<file path="src/rtl/zero_regfile_pkg.sv">
// Shared constants for the general-purpose register file.
// Latency: n/a (declarations only).
// Backpressure: n/a.
package zero_regfile_pkg;

    // Defaults shared with decode and writeback
    localparam int DEF_WIDTH  = 32;
    localparam int DEF_ADDR_W = 5;

    // Register 0 is the hardwired zero register
    localparam int ZERO_ADDR = 0;

    // Clear engine state encoding
    typedef enum logic {
        ST_IDLE  = 1'b0,
        ST_CLEAR = 1'b1
    } clr_state_t;

endpackage

</file>
<file path="src/rtl/zero_regfile_clr_seq.sv">
// Clear sequencer: walks every register address once, emitting a zero-write strobe.
// Latency: busy rises the cycle after rst/clr_req; lasts exactly 2**ADDR_W cycles.
// Backpressure: none; clr_req while busy is ignored, rst restarts the walk.
module zero_regfile_clr_seq
    import zero_regfile_pkg::*;
#(
    parameter int ADDR_W = DEF_ADDR_W
) (
    input  logic              clk,
    input  logic              rst,
    input  logic              clr_req,
    output logic              o_busy,
    output logic              o_clr_we,
    output logic [ADDR_W-1:0] o_clr_addr
);

    localparam logic [ADDR_W-1:0] LAST_PTR = '1;

    clr_state_t        r_state;
    logic [ADDR_W-1:0] r_ptr;
    logic              r_busy;

    // State, pointer and busy flag; rst always forces a fresh walk from entry 0
    always_ff @(posedge clk) begin
        if (rst) begin
            r_state <= ST_CLEAR;
            r_ptr   <= '0;
            r_busy  <= 1'b1;
        end else begin
            case (r_state)
                ST_IDLE: begin
                    // ptr is left alone here so it can never generate extra clears
                    if (clr_req) begin
                        r_state <= ST_CLEAR;
                        r_ptr   <= '0;
                        r_busy  <= 1'b1;
                    end
                end
                ST_CLEAR: begin
                    if (r_ptr == LAST_PTR) begin
                        r_state <= ST_IDLE;
                        r_busy  <= 1'b0;
                    end else begin
                        r_ptr <= r_ptr + 1'b1;
                    end
                end
                default: begin
                    r_state <= ST_IDLE;
                    r_busy  <= 1'b0;
                end
            endcase
        end
    end

    assign o_busy     = r_busy;
    assign o_clr_we   = r_busy;
    assign o_clr_addr = r_ptr;

endmodule

</file>
<file path="src/rtl/zero_regfile.sv">
// Register file with hardwired zero at register 0 and a built-in clear engine.
// Latency: writes land at the next edge; reads are combinational (optional forwarding).
// Backpressure: none; writes presented while busy are silently dropped.
module zero_regfile
    import zero_regfile_pkg::*;
#(
    parameter int WIDTH  = DEF_WIDTH,
    parameter int ADDR_W = DEF_ADDR_W,
    parameter int BYPASS = 1
) (
    input  logic              clk,
    input  logic              rst,
    input  logic              clr_req,
    output logic              busy,
    input  logic              we,
    input  logic [ADDR_W-1:0] waddr,
    input  logic [WIDTH-1:0]  wdata,
    input  logic [ADDR_W-1:0] raddr1,
    output logic [WIDTH-1:0]  rdata1,
    input  logic [ADDR_W-1:0] raddr2,
    output logic [WIDTH-1:0]  rdata2
);

    localparam int                NREGS  = 1 << ADDR_W;
    localparam logic [ADDR_W-1:0] A_ZERO = ADDR_W'(ZERO_ADDR);

    logic              w_busy;
    logic              w_clr_we;
    logic [ADDR_W-1:0] w_clr_addr;
    logic              w_user_we;
    logic              w_wr_en;
    logic [ADDR_W-1:0] w_wr_addr;
    logic [WIDTH-1:0]  w_wr_dat;
    logic [WIDTH-1:0]  w_rdata1;
    logic [WIDTH-1:0]  w_rdata2;

    // Register 0 has no storage; it is produced as a constant on the read side
    logic [WIDTH-1:0] r_regs [1:NREGS-1];

    zero_regfile_clr_seq #(
        .ADDR_W (ADDR_W)
    ) u_clr_seq (
        .clk        (clk),
        .rst        (rst),
        .clr_req    (clr_req),
        .o_busy     (w_busy),
        .o_clr_we   (w_clr_we),
        .o_clr_addr (w_clr_addr)
    );

    // User writes only in IDLE, never to the zero register, never during reset
    assign w_user_we = we && !w_busy && !rst && (waddr != A_ZERO);

    // Clear engine owns the write port while busy and always writes zero
    assign w_wr_en   = w_busy ? w_clr_we   : w_user_we;
    assign w_wr_addr = w_busy ? w_clr_addr : waddr;
    assign w_wr_dat  = w_busy ? '0         : wdata;

    // Storage update; the clear pass through entry 0 simply matches nothing
    always_ff @(posedge clk) begin
        for (int i = 1; i < NREGS; i++) begin
            if (w_wr_en && (w_wr_addr == ADDR_W'(i))) begin
                r_regs[i] <= w_wr_dat;
            end
        end
    end

    // Read ports: zero while busy or for register 0, then forwarding, then storage
    always_comb begin
        w_rdata1 = '0;
        w_rdata2 = '0;
        if (!w_busy) begin
            for (int i = 1; i < NREGS; i++) begin
                if (raddr1 == ADDR_W'(i)) begin
                    w_rdata1 = r_regs[i];
                end
                if (raddr2 == ADDR_W'(i)) begin
                    w_rdata2 = r_regs[i];
                end
            end
            if ((BYPASS != 0) && we && (waddr == raddr1) && (raddr1 != A_ZERO)) begin
                w_rdata1 = wdata;
            end
            if ((BYPASS != 0) && we && (waddr == raddr2) && (raddr2 != A_ZERO)) begin
                w_rdata2 = wdata;
            end
        end
    end

    assign busy   = w_busy;
    assign rdata1 = w_rdata1;
    assign rdata2 = w_rdata2;

endmodule

</file>
<file path="config.mk">
export PLATFORM = sky130hd
export DESIGN_NAME = zero_regfile
export DESIGN_NICKNAME = d
export VERILOG_FILES = /design/src/rtl/zero_regfile_pkg.sv /design/src/rtl/zero_regfile_clr_seq.sv /design/src/rtl/zero_regfile.sv
export SDC_FILE = /design/constraint.sdc
export NUM_CORES = 2
export LEC_CHECK = 0
export ABC_AREA = 1
export CAP_MARGIN = 20
export CORE_ASPECT_RATIO = 0.7
export CORE_MARGIN = 3
export CORE_UTILIZATION = 60
export DETAILED_ROUTE_END_ITERATION = 8
export PLACE_DENSITY = 0.86
export SLEW_MARGIN = 20
export SYNTH_ARGS = -nofsm -noshare
export SYNTH_HDL_FRONTEND = slang
export SYNTH_SLANG_ARGS = --single-unit
</file>
<file path="constraint.sdc">
create_clock -name clk -period 11.75 [get_ports clk]
set_input_delay 2.35 -clock clk [delete_from_list [all_inputs] [get_ports clk]]
set_output_delay 2.35 -clock clk [all_outputs]
set_load 0.01 [all_outputs]
</file>
==> impl_metrics.json <==
{
  "fin_nets": 5217,
  "ys_top_cells_by_area": "edfxtp_1 63%, nand2_1 14%, nand4_1 6.6%",
  "final_cells": 6277,
  "cts_buffers": 90,
  "rsz0062_at_grt": "false",
  "fin_util_pct": 68.3,
  "slew_headroom_pct": 23.8,
  "yosysTopAreaCell": "edfxtp_1",
  "syn_nets": 5159,
  "area_growth_pct": 11.8,
  "row_count": 85,
  "dp_cells": 6113,
  "final.setup.tns_ns": 0,
  "start_util_pct": 61.1,
  "hold_path.class": "reg -> reg",
  "min-delay-start": "u_clr_seq.o_clr_addr[3]",
  "slew_viol_final": 0,
  "drive_gt1_share_pct": 7.11,
  "clkPwrFrac_pct": 40.7,
  "start_kind": "input pin",
  "clk_pin_slew_worst_paths_ns": 0.06,
  "holdPathStages": 1,
  "switching_share_pct": 22.8,
  "crit_path_start": "raddr1[4]",
  "insertion_delay_ns": 0.69,
  "r2r_start": "u_clr_seq.o_busy",
  "die-area_mm2": 0.0824,
  "place_congestion": 0.942,
  "diodes": 0,
  "finalCritPeriodShare_pct": 83.8,
  "worstPathRequired_ns": 9.40,
  "dr.first_iter.drc_count": 6884,
  "synth_seq_area_share_pct": 63.2,
  "cts_hold_buf": 0,
  "status": "completed",
  "drt-total-wl_um": 138000,
  "avgViaCountPerCell": 6.32,
  "synth-edff-count": 992,
  "htreeDepth": 3,
  "fmax_ghz": 0.102,
  "grt_pass1_vias": 38600,
  "yosys.cell_count.top_type": "nand2_1",
  "syn_area_mm2": 0.0474,
  "worstMarginPinSlew_ns": 1.14,
  "coreArea_mm2": 0.0775,
  "final-setup-viol-count": 0,
  "powerDensity_mw_per_mm2": 138,
  "hold_violations": 0,
  "r2r_end": "r_regs[0][976]",
  "yosysTopAreaCellShare_pct": 62.9,
  "min_period_ns": 9.84,
  "dr.pass1.iters": 8,
  "pwr-share-seq_pct": 53.4,
  "ys_warn_count": 0,
  "rrSetupSlack_ns": 8.14,
  "vdd_drop_max_v": 0.000141,
  "num_vias": 39700,
  "fin_worst_skew_ns": 0.0363,
  "comb_power_share_pct": 5.9,
  "min_to": "u_clr_seq.o_clr_addr[3]",
  "die_h_um": 241,
  "path_class": "in -> out",
  "placedInstanceArea_mm2": 0.0499,
  "io_pins": 116,
  "drc_errors": 0,
  "clockBufferDepth": 3,
  "power_uw": 7300,
  "grt_overflow": 0,
  "clock-sinks": 999,
  "synth_common_cells": "1706 x nand2_1, 992 x edfxtp_1, 822 x nor2_1",
  "grt_pass1_wl_um": 211000,
  "cts_resized": 0,
  "avgSynthCellArea_um2": 9.28,
  "drv_cap": 0,
  "reg2reg_depth": 6,
  "design_area_mm2": 0.0530,
  "dp_hpwl_um": 90600,
  "switchingPower_uw": 1670,
  "syn_inst": 5106,
  "p_leak_uw": 0.0194,
  "cts_root_buffer": "clkbuf_16",
  "io_buffers": 115,
  "internal-power_uw": 5630,
  "grt_max_degree": 58,
  "ant_nets": 0,
  "cp.arrival_ns": 7.49,
  "synth.distinct_cells": 38,
  "synth-seq-cells": 999,
  "cts_tree": "done",
  "synthArstFlopShare_pct": 0,
  "cts_setup_buffers": 0,
  "cp_max_fo": 30,
  "die_w_um": 342,
  "grtUsageTotal_pct": 33.1,
  "endpoint_kind": "primary output",
  "routedWlPerCell_um": 22.1,
  "ys.flop_type": "edfxtp_1",
  "antenna_found_initial": 0
}
==> metrics by stage <==
| step | setup slack [ns] | hold slack [ns] |
|---|---|---|
| 2_1_floorplan | 5.12 | 0.433 |
| 3_3_place_gp | 2.22 | 0.455 |
| 3_5_place_dp | 2.13 | 0.463 |
| 4_1_cts | 2.12 | 0.475 |
| 5_1_grt | 1.70 | 0.501 |
| 6_report | 1.91 | 0.484 |
==> state kept, by name, summed over array words and instances (netlist names) <==
name	count
u_clr_seq.r_state	1
r_regs	992
u_clr_seq.o_clr_addr	5
u_clr_seq.o_busy	1
==> cells in the final DEF (no fill, tap or decap), types with 87 or more instances in the layout <==
cell / n
nand2_1: 1705
nand3_1: 124
clkdlybuf4s50_1: 115
clkbuf_16: 91
nand4_1: 500
edfxtp_1: 992
inv_1: 404
nor2_1: 758
o21ai_0: 104
a21oi_1: 87
==> area by class of cell <==
type                       count  area [µm²]
clock inverter                56         579
multi-input combinational   3441       15400
sequential                   999       29900
tap                         1044        1310
clock buffer                 105        2310
fill                        5270       24600
inverter                     427        1600
timing repair buffer         205        1870
==> per-layer routing <==
metal / share of wire (%) / routed length, µm / vias to the layer above / global-route usage, %
li1: - / - / 17300 / -
met1: 36 / 49800 / 18400 / 45.5
met2: 46 / 63200 / 3474 / 52.1
met3: 15 / 20200 / 496 / 6.82
met4: 3.7 / 5190 / 0 / 13.6
met5: 0 / 0 / - / 0
==> power groups by stage <==
| stage | registers, µW | clock network (µW) | logic (µW) |
|---|---|---|---|
| final | 3890 | 2970 | 433 |
| after global routing | 3890 | 3120 | 469 |
| after CTS | 3890 | 2960 | 420 |
| after detailed placement | 3970 | 0 | 415 |
| after global placement | 3970 | 0 | 406 |
| after floorplan | 3970 | 0 | 258 |
==> logic make-up after synthesis <==
family	share of synthesized area [%]
AOI/OAI and AO/OA	2.17
xor gates and xnor gates	0.0555
adders and majority gates	0.0528
buffers and inverters	5.51
DFF	63.2
and+or+nand+nor	29.0
==> worst max-delay path, stage by stage <==
cell and delay [ns]:
clkdlybuf4s50_1 0.93, inv_2 0.76, nand3_2 0.16, inv_2 0.59, nand2_1 0.12, nand2_1 0.13
nand4_1 0.10, nor2_1 0.16, nand4_1 0.12, nor2_1 0.16, nand4_1 0.09, nor2_1 0.17
nand4_1 0.10, nor2_1 0.14, nand4_1 0.10, nor2_1 0.16, nand4_1 0.10, nor2_1 0.14
nand4_1 0.13, nor2_1 0.20, nor2_1 0.07, clkdlybuf4s50_1 0.47
==> worst max path at each step <==
stage | endpoint | slack, ns | cells past startpoint
after detailed placement | rdata1[16] | 2.13 | 22
after floorplan | rdata2[18] | 5.12 | 14
final | rdata1[16] | 1.91 | 22
after global placement | rdata1[16] | 2.22 | 22
after CTS | rdata1[16] | 2.12 | 22
after global routing | rdata2[24] | 1.70 | 24
No activity file was read; power rests on OpenSTA's default activity.
